**config.mk**
```make
export PLATFORM = sky130hd
export DESIGN_NAME = slurm16_wait_gen
export DESIGN_NICKNAME = d
export VERILOG_FILES = /design/src/rtl/slurm16_wait_gen.sv
export SDC_FILE = /design/constraint.sdc
export NUM_CORES = 1
export LEC_CHECK = 0
export BUFFER_PORTS_ARGS = -buffer_cell sky130_fd_sc_hd__buf_2
export CORE_AREA = 5 5 42 44
export CTS_BUF_LIST = sky130_fd_sc_hd__clkbuf_8
export DETAILED_ROUTE_END_ITERATION = 16
export DIE_AREA = 0 0 47 49
export SYNTH_ARGS = -nofsm -noshare
export SYNTH_HDL_FRONTEND = slang
export SYNTH_SLANG_ARGS = --single-unit
```
**constraint.sdc**
```tcl
create_clock -name clk -period 2.45 [get_ports clk]
set_input_delay 0.245 -clock clk [delete_from_list [all_inputs] [get_ports clk]]
set_output_delay 0.245 -clock clk [all_outputs]
set_load 0.1 [all_outputs]
```
**src/rtl/slurm16_wait_gen.sv**
```systemverilog
// Per-port wait-state generator: accepts a held request after WAIT cycles, unless stalled.
module slurm16_wait_gen #(
  parameter int unsigned WAIT = 0
) (
  input  logic clk,
  input  logic rst,
  input  logic req,
  input  logic stall,
  output logic acc
);

  localparam logic [3:0] WaitInit = 4'(WAIT);

  logic [3:0] cnt_q, cnt_d;

  // Acceptance and counter next state; the counter freezes while the request is low.
  always_comb begin
    acc   = req && (cnt_q == 4'd0) && !stall;
    cnt_d = cnt_q;
    if (acc) begin
      cnt_d = WaitInit;
    end else if (req && (cnt_q != 4'd0)) begin
      cnt_d = cnt_q - 4'd1;
    end
  end

  // Counter register; reset discards pending waits.
  always_ff @(posedge clk) begin
    if (rst) cnt_q <= WaitInit;
    else     cnt_q <= cnt_d;
  end

endmodule

```
Yosys cells after proc, flatten, opt, wreduce, memory -nomap -nowiden
Index checks and enable logic that the tools add are counted.

Bits of input ports: 4. Word-level logic and storage cells: 9. Output and inout bits: 1. Register bits: 4.

$add $sub $neg: 1. Reduce and logical (&&, ||, !) cells: 7.

Operators with widths (count): 4-bit logical NOT (1); 4-bit nonzero test (1); 4-bit by 1-bit subtractor with 4-bit output, second input constant (1); 1-bit logical AND (3); 2-bit OR reduction (1); 1-bit logical NOT (1).

Depth between registers and ports, before layout
Depth after elaboration: 4. Gate-level depth with buffers: 5. Gate-level depth less buffers: 5.

Worst setup path before layout
No wires, ideal clock.

Path type: register -> output. Start: register cnt_q[0]. End: output acc. Stages on the path, launching flop included: 5. Required time: 2.205 ns. Path buffers: 0. Slack: -0.698 ns. Arrival time: 2.903 ns. Cells stage by stage: dfxtp_1 -> inv_1 -> ha_1 -> nand2_1 -> nor3b_1.

Longest elaborated chain between the ends: 3.

RTL lines: from (decl) (RTL line 14) `logic [3:0] cnt_q, cnt_d;`; from (signal assigned) (RTL line 29) `if (rst) cnt_q <= WaitInit;`; from (signal assigned) (RTL line 30) `else cnt_q <= cnt_d;`; 4-bit logical NOT (RTL line 18) `acc = req && (cnt_q == 4'd0) && !stall;`; 1-bit logical AND (2 in series) (RTL line 18); to (decl) (RTL line 9) `output logic acc`.

Every way passes these cells.

Worst setup path in the final report
Ends and elaborated chain as after synthesis.

==> impl_metrics.tcl <==
set metrics [dict create \
    status "complete, no violations" \
    drt_first_pass_iters 3 \
    arrival_ps 1580 \
    grt_pass1_wl_um 765 \
    yosysSeqAreaShare_pct 35.8 \
    peakVddDrop_mv 0.263 \
    synthSimpleGateAreaFrac_pct 36.3 \
    gp_congestion 0.724 \
    dp_hpwl_um 365 \
    cp_max_fo 5 \
    drtAntennaViolNets 0 \
    fmax_ghz 0.549 \
    postCtsSetupBuffers 0 \
    n_fill_cell 165 \
    netlist_area_um2 224 \
    report.final.slew_viol_count 0 \
    largestRegisters "cnt_q (4)" \
    route.detailed.drc 0 \
    max_slew.worst_pin.slew_ps 485 \
    root_buffer "clkbuf_8" \
    synth-adder-area-share_pct 5.59 \
    place_ws_ps 855 \
    synth_cell_types 12 \
    slew-limit-headroom_pct 67.9 \
    portBuffers 4 \
    p_per_area_nw_per_um2 1330 \
    ios 5 \
    cp_data_required_time_ps 2200 \
    cpPeakStageDelay_ps 440 \
    mostFrequentLayoutCell "nor2_1" \
    hold_buffers 0 \
    setup_viol 0 \
    setup_ws_ps 629 \
    cts_resized 0 \
    antenna_found_initial 0 \
    cp_cell_sequence "inv_1, ha_1, nand2_1, nor3b_2, buf_2" \
    fin_nets 40 \
    drive_gt1_share_pct 27.3 \
    synth_xor_area_share_pct 0 \
    grt_setup_unrepaired "no" \
    grt_usage_pct 5.20 \
    muxShareOfSynthArea_pct 4.47 \
    cts_num_sinks 4 \
    synth-seq-cells 4 \
    die_w_um 47 \
    via_per_inst 4.14 \
    layout_common_cells "nor2_1 (7), nand2_1 (4), dfxtp_1 (4), buf_2 (4), clkbuf_8 (3)" \
    area_delta_synth_final_pct 38.5 \
    start_util_pct 16.0 \
    skew_ps 2.31 \
    overflow 0 \
    rows 14 \
    synth_top_family_by_area "simple AND/OR/NAND/NOR gates" \
    hold_viol 0 \
    largest_reg_flops 4 \
    p_leak_nw 0.137 \
    worst_setup_path_end_kind "primary output" \
    slowest_stage "buf_2" \
    setup.worst_path.start_class "flop" \
    core_area_um2 1400 \
    synth_compound_gate_area_share_pct 14.5 \
    cts_buffers 3 \
    hp-class "in -> reg" \
    clockBufferDepth 2 \
    wl_per_cell_um 8.76 \
    final.setup.tns_ps 0 \
    clk_latency_ps 210 \
    die_y_um 49 \
    grt_max_degree 8 \
    die_area_um2 2300 \
    ys_warn_count 0 \
    cts_max_level 1 \
    max-cap-violations 0 \
    post-route-period-util_pct 74.3 \
    finalCriticalPeriod_ps 1820 \
    grt_pass1_vias 209 \
    crit_type "reg -> out" \
    antenna_cells 0 \
    top_register "cnt_q" \
    synth_fp_nets 31 \
    vias 203 \
    drtIter0Drc 2 \
    finalWirelength_um 429 \
    netlist_instances 26 \
    clk_pin_slew_worst_paths_ps 30 \
    cts_tree "built" \
    syn-mean-instance-area_um2 8.61 \
]
[synthesized netlist by cell type, drive strengths merged]
cell type,number,area (um2)
dfxtp,4,80.1
a21oi,1,5.00
nor3b,1,7.51
nand4b,1,8.76
a32o,2,20.0
nor2,7,26.3
inv,2,7.51
nand2,4,15.0
o31ai,1,7.51
mux2i,1,10.0
ha,1,12.5
nor4b,1,23.8
[stage by stage]
step | instances | hold WS, ps | utilization, % | power (mW) | area [um2]
after CTS | 49 | 263 | 22.1 | 0.418 | 310
final | 49 | 264 | 22.1 | 0.414 | 310
after global placement | 46 | 498 | 19.2 | 0.279 | 269
after global routing | 49 | 266 | 22.1 | 0.447 | 310
after detailed placement | 46 | 487 | 19.2 | 0.279 | 269
after floorplan | 26 | 314 | - | 0.249 | 229
[cells by family (layout without fill, tap and decap cells)]
| group | count (synthesis) | count (layout) |
|---|---|---|
| simple gates | 14 | 14 |
| mux | 1 | 1 |
| fa+ha+maj | 1 | 1 |
| buf+inv | 2 | 9 |
| compound gates | 4 | 4 |
| flops | 4 | 4 |
[final cells by class]
class	instances	area (um2)	area share, %
Sequential cell	4	80.1	25.8
Tap cell	16	20.0	6.45
Timing Repair Buffer	4	20.0	6.45
Inverter	2	7.51	2.42
Clock buffer	3	41.3	13.3
Multi-Input combinational cell	20	141	45.6
[path summary, 6_finish.rpt]
kind / from / endpoint / slack [ps] / depth (start not counted)
worst max register to register: cnt_q[0]$_SDFFE_PP0P_ / cnt_q[1]$_SDFFE_PP0P_ / 1250 / 5
worst min-delay path: rst / cnt_q[2]$_SDFFE_PP0P_ / 260 / 2
worst min register to register: cnt_q[2]$_SDFFE_PP0P_ / cnt_q[2]$_SDFFE_PP0P_ / 530 / 2
worst max-delay path: cnt_q[0]$_SDFFE_PP0P_ / acc / 630 / 5
[routing by layer]
| layer | global-route usage (%) | vias to the layer above | wire length (um) |
|---|---|---|---|
| met5 | 0 | - | 0 |
| met3 | 3.32 | 2 | 34 |
| met1 | 4.59 | 91 | 171 |
| met4 | 6.91 | 0 | 5 |
| met2 | 6.56 | 4 | 217 |
| li1 | - | 106 | - |
[worst max-delay path, delay by kind of cell, from the launching register on]
family | cells | cell delay (ps)
DFF | 1 | 330
adders and majority gates | 1 | 220
buffers and inverters | 2 | 520
and+or+nand+nor | 2 | 290
[power breakdown]
group | switching [mW] | internal [mW] | total (mW)
logic | 0.109 | 0.0639 | 0.173
registers | 0.0206 | 0.0844 | 0.105
clock network | 0.0310 | 0.104 | 0.135
Power figures use the tool's default switching activity.
